**src/rtl/debounce_pkg.sv**
```systemverilog
// Shared definitions for the debounce scheduler: channel state encodings and
// a ceiling-log2 helper used to size the grant index.
package debounce_pkg;

  typedef enum logic [1:0] {
    ARMED   = 2'd0,
    PENDING = 2'd1,
    TIMING  = 2'd2,
    HELD    = 2'd3
  } chan_state_e;

  // Returns at least 1 so a single-bit index is produced for small counts.
  function automatic int clog2(input int n);
    int w;
    w = 1;
    while ((1 << w) < n) w++;
    return w;
  endfunction

endpackage

```
**src/rtl/debounce_channel.sv**
```systemverilog
// One button channel: two-flop synchronizer for the active-low button and the
// request/timing/held state machine that produces the confirmed-press pulse.
//
// state   | meaning
// --------+---------------------------------------------------------------
// ARMED   | idle, waiting for a synchronized press
// PENDING | press seen, requesting the shared timer
// TIMING  | owns the shared timer, input ignored until evaluation
// HELD    | press confirmed and pulsed, waiting for release
module debounce_channel
  import debounce_pkg::*;
(
  input  logic clk,
  input  logic rst,
  input  logic btn_n,
  input  logic grant,
  input  logic timer_done,
  output logic req,
  output logic press_pulse
);

  logic        sync_q1;
  logic        s;
  chan_state_e state;
  chan_state_e state_nxt;
  logic        pulse_nxt;

  always_ff @(posedge clk) begin
    if (rst) begin
      sync_q1     <= 1'b0;
      s           <= 1'b0;
      state       <= ARMED;
      press_pulse <= 1'b0;
    end else begin
      sync_q1     <= ~btn_n;
      s           <= sync_q1;
      state       <= state_nxt;
      press_pulse <= pulse_nxt;
    end
  end

  always_comb begin
    state_nxt = state;
    pulse_nxt = 1'b0;
    case (state)
      ARMED: begin
        if (s) state_nxt = PENDING;
      end
      PENDING: begin
        if (!s)         state_nxt = ARMED;
        else if (grant) state_nxt = TIMING;
      end
      TIMING: begin
        if (timer_done) begin
          if (s) begin
            state_nxt = HELD;
            pulse_nxt = 1'b1;
          end else begin
            state_nxt = ARMED;
          end
        end
      end
      HELD: begin
        if (!s) state_nxt = ARMED;
      end
      default: state_nxt = ARMED;
    endcase
  end

  assign req = (state == PENDING) && s;

endmodule

```
**src/rtl/debounce_scheduler.sv**
```systemverilog
// Debounces NUM_BTNS active-low buttons with one shared wait counter, handed
// to requesting channels by a round-robin arbiter.
module debounce_scheduler
  import debounce_pkg::*;
#(
  parameter int NUM_BTNS      = 4,
  parameter int MAX_CLK_COUNT = 480000 - 1,
  parameter int CNT_WIDTH     = 20
) (
  input  logic                          clk,
  input  logic                          rst,
  input  logic [NUM_BTNS-1:0]           btn_n,
  output logic [NUM_BTNS-1:0]           press_pulse,
  output logic                          busy,
  output logic [clog2(NUM_BTNS)-1:0]    grant_id
);

  localparam int ID_W = clog2(NUM_BTNS);

  logic [NUM_BTNS-1:0]  req;
  logic [NUM_BTNS-1:0]  grant_vec;
  logic [NUM_BTNS-1:0]  done_vec;
  logic [CNT_WIDTH-1:0] cnt;
  logic [ID_W-1:0]      rr_ptr;
  logic [ID_W-1:0]      grant_idx;
  logic                 grant_vld;
  logic                 timer_eval;
  logic                 cooldown;
  int                   idx;

  for (genvar i = 0; i < NUM_BTNS; i++) begin : g_ch
    debounce_channel u_ch (
      .clk         (clk),
      .rst         (rst),
      .btn_n       (btn_n[i]),
      .grant       (grant_vec[i]),
      .timer_done  (done_vec[i]),
      .req         (req[i]),
      .press_pulse (press_pulse[i])
    );
  end

  assign timer_eval = busy && (cnt == CNT_WIDTH'(MAX_CLK_COUNT));

  // The cycle right after an evaluation is held idle so consecutive grants
  // are always separated by a full cycle with the timer free.
  always_comb begin
    grant_vld = 1'b0;
    grant_idx = '0;
    idx       = 0;
    for (int k = 0; k < NUM_BTNS; k++) begin
      idx = int'(rr_ptr) + k;
      if (idx >= NUM_BTNS) idx = idx - NUM_BTNS;
      if (!grant_vld && req[idx] && !busy && !cooldown) begin
        grant_vld = 1'b1;
        grant_idx = ID_W'(idx);
      end
    end
  end

  always_comb begin
    grant_vec = '0;
    done_vec  = '0;
    if (grant_vld)  grant_vec[grant_idx] = 1'b1;
    if (timer_eval) done_vec[grant_id]   = 1'b1;
  end

  always_ff @(posedge clk) begin
    if (rst) begin
      busy     <= 1'b0;
      grant_id <= '0;
      cnt      <= '0;
      rr_ptr   <= '0;
      cooldown <= 1'b0;
    end else begin
      cooldown <= timer_eval;
      if (busy) begin
        if (timer_eval) busy <= 1'b0;
        else            cnt  <= cnt + CNT_WIDTH'(1);
      end else if (grant_vld) begin
        busy     <= 1'b1;
        grant_id <= grant_idx;
        cnt      <= '0;
        rr_ptr   <= (grant_idx == ID_W'(NUM_BTNS - 1)) ? '0 : grant_idx + ID_W'(1);
      end
    end
  end

endmodule

```
**config.mk**
```make
export PLATFORM = sky130hd
export DESIGN_NAME = debounce_scheduler
export DESIGN_NICKNAME = d
export VERILOG_FILES = /design/src/rtl/debounce_pkg.sv /design/src/rtl/debounce_channel.sv /design/src/rtl/debounce_scheduler.sv
export SDC_FILE = /design/constraint.sdc
export NUM_CORES = 1
export LEC_CHECK = 0
export CAP_MARGIN = 20
export CELL_PAD_IN_SITES_DETAIL_PLACEMENT = 1
export CELL_PAD_IN_SITES_GLOBAL_PLACEMENT = 1
export CORE_AREA = 2 2 73 75
export DETAILED_ROUTE_END_ITERATION = 10
export DIE_AREA = 0 0 75 77
export DONT_BUFFER_PORTS = 1
export PLACE_DENSITY_LB_ADDON = 0.1
export SLEW_MARGIN = 20
export SYNTH_ARGS = -nofsm -noshare
export SYNTH_HDL_FRONTEND = slang
export SYNTH_SLANG_ARGS = --single-unit
```
**constraint.sdc**
```tcl
create_clock -name clk -period 2.5 [get_ports clk]
set_input_delay 0.125 -clock clk [delete_from_list [all_inputs] [get_ports clk]]
set_output_delay 0.125 -clock clk [all_outputs]
set_load 0.02 [all_outputs]
```
==> reports/qor.yml <==
timing:
  worst_slew_pin_slew_ps: 768
  tns_ps: 0
  rsz0062_at_grt: "false"
  fmax_ghz: 0.436
  slew_viol_final: 0
  max_slew_margin: 0.481
  min_period_over_period: 0.917
  finalSetupViolations: 0
  finalHoldViolations: 0
  finalClockSkew_ps: 3.75
  min_period_ps: 2290
power:
  power_leakage_nw: 0.852
  power.density_mw_per_mm2: 556
  ir_drop_mv: 0.327
clock_tree:
  root_buffer: "clkbuf_8"
  clock_latency_ps: 300
  htreeDepth: 2
  cts_resized: 0
  cts_setup_buffers: 0
  cts_tree: "done"
  cts_buffers: 5
  clk_pin_slew_ps: 90
  clkSinkCount: 46
  clock_tree.buffer_depth: 2
synthesis:
  ys_warn_count: 0
  synth_ff_type: "dfxtp_1"
  synth_area_leaders: "dfxtp_1, a21oi_1, nor2_1"
  netlist_area_mm2: 0.00220
  syn_inst: 249
  synth_compound_area_frac: 0.155
  synthTopCellsByCount: "dfxtp_1, nor2_1, nand2_1, a21oi_1, nand3_1"
  synth_cell_types: 53
  synth_top_family_by_area: "simple AND/OR/NAND/NOR gates"
  synth-edff-count: 0
  synthXorXnorAreaFrac: 0.0318
  yosysSeqAreaShare: 0.418
  synth_top_area_cell: "dfxtp_1"
  synth-simple-area-share: 0.317
  synth_nets: 260
  ys_ff_latch: 46
  synth_top_area_frac: 0.418
  synth-adder-area-share: 0.0284
  synthMuxAreaShare: 0.0102
  async_reset_ff_frac: 0
  synth.most_common_cell: "dfxtp_1"
  avgSynthCellArea_um2: 8.84
final_layout:
  final_cells: 330
  multi_input_area_mm2: 0.00119
  nFillCells: 606
  synthToLayoutAreaGrowth_pct: 12.3
  final_nets: 270
  register_area_um2: 921
  diodes: 0
  drive_above_1_share: 0.100
placement:
  dp_hpwl_mm: 3.83
  routabilityCongestion: 0.784
  io_buffers: 0
  dp_cells: 313
routing:
  drtPass1Iterations: 4
  post_drt_wl_per_cell_um: 16.4
  via_per_inst: 5.54
  finalWirelength_mm: 5.41
  antenna_left: 0
  num_vias: 1828
  drc_errors: 0
  drt_iter0_drc: 41
critical_path:
  worst-path-max-fanout: 7
  crit_type: "flip-flop to flip-flop"
  endpoint_kind: "flip-flop"
  startpoint_type: "flip-flop"
  rr_worst_depth: 8
  worstPathArrival_ps: 2510
  cp.required_ps: 2720
grt:
  grt_overflow: 0
  grt_pass1_wl_mm: 9.11
  antenna_found_initial: 0
  grt_util_met2: 0.299
  grt-busiest-layer: "met1"
  grt_pass1_vias: 1805
  grt_max_degree: 18
  use_met3: 0.0407
  gr-usage-met1: 0.306
  track_usage: 0.206
job:
  drv_cap: 0
die:
  die_x_um: 75
  core_area_mm2: 0.00498
  initial_core_util: 0.442
  rows: 26
  die_h_um: 77
  die_area_mm2: 0.00578
  ios: 13
min_path:
  whs_path_depth: 3
  hold_class: "input port to flip-flop"
run_status:
  status: "complete, no violations"
[worst max-delay path: stages, from the launching register on]
cell and delay, ps:
dfxtp_1 340, nand3b_1 320, nand2_1 240, o221ai_1 140, a311o_1 410, ha_1 230, and3_1 180, and2_1 160
nor3b_1 200
[cells by family (layout without fill, tap and decap cells)]
kind of cell,count (synthesis),in the layout
simple gates,120,120
compound gates,49,49
flops,46,46
buf+inv,19,30
xor+xnor,8,8
fa+ha+maj,5,5
mux,2,2
[final cells by class]
type | count | area share
tap | 70 | 0.0354
clock buffer | 5 | 0.0278
clock inverter | 3 | 0.0177
inverter | 8 | 0.0122
multi-input combinational | 184 | 0.483
timing repair buffer | 14 | 0.0516
sequential | 46 | 0.373
[power by group]
| part | switching, mW | total, mW | internal, mW |
|---|---|---|---|
| combinational | 0.0286 | 0.0498 | 0.0212 |
| sequential | 0.00948 | 0.751 | 0.742 |
| clock | 0.273 | 0.573 | 0.300 |
| total | 0.311 | 1.37 | 1.06 |
[placed cells by master, fill, tap and decap left out, drive strengths merged, types with 3 or more instances in the layout]
cell / synthesis / layout
and2: 3 / 3
buf: 5 / 5
nor2: 21 / 21
o21ai: 13 / 13
dfxtp: 46 / 46
nand2b: 5 / 5
and3: 5 / 5
dlygate4sd3: 0 / 9
nor2b: 6 / 6
nand2: 19 / 19
clkbuf: 6 / 5
nand3b: 6 / 6
nand3: 14 / 14
inv: 7 / 8
xnor2: 6 / 6
or3: 7 / 7
o31ai: 3 / 3
nand4: 11 / 11
nor3b: 4 / 4
a21oi: 17 / 17
nor3: 5 / 5
nor4: 4 / 4
ha: 5 / 5
[flip-flops by register name, indices dropped and copies added, names as in the netlist, 2 cells and up]
signal,flops
g_ch.u_ch.sync_q1,4
g_ch.u_ch.state,8
grant_id,2
g_ch.u_ch.s,4
cnt,20
rr_ptr,2
g_ch.u_ch.press_pulse,4
[worst paths after layout]
check | from | end | slack [ps]
setup / recovery | g_ch[1].u_ch.state[1] | g_ch[1].u_ch.state[0] | 210
hold / removal | rst | cnt[0] | 210
setup reg to reg | g_ch[1].u_ch.state[1] | g_ch[1].u_ch.state[0] | 210
hold reg to reg | g_ch[1].u_ch.sync_q1 | g_ch[1].u_ch.s | 450
[metrics by stage]
stage	total power [mW]	utilization	hold WS, ps	worst slack [ps]	cell area [µm²]
global route	1.42	0.496	230	51.9	2470
finish	1.37	0.496	209	209	2470
global placement	0.803	0.456	192	332	2270
CTS	1.39	0.496	199	223	2470
detailed placement	0.803	0.456	194	264	2270
floorplan	0.793	-	192	367	2200
[routing by layer]
metal | up-vias | share of wire | wire (µm)
met5 | - | 0 | 0
met4 | 0 | 0.013 | 72
met3 | 8 | 0.032 | 172
met2 | 29 | 0.44 | 2360
met1 | 870 | 0.52 | 2800
li1 | 921 | - | -
[what timing repair did]
item                                    4_1_cts  5_1_grt
endpoints found under the setup margin        0        0
hold buffers                                  9        0
hold endpoints to repair                     21        0
No activity file was read; power rests on OpenSTA's default activity.
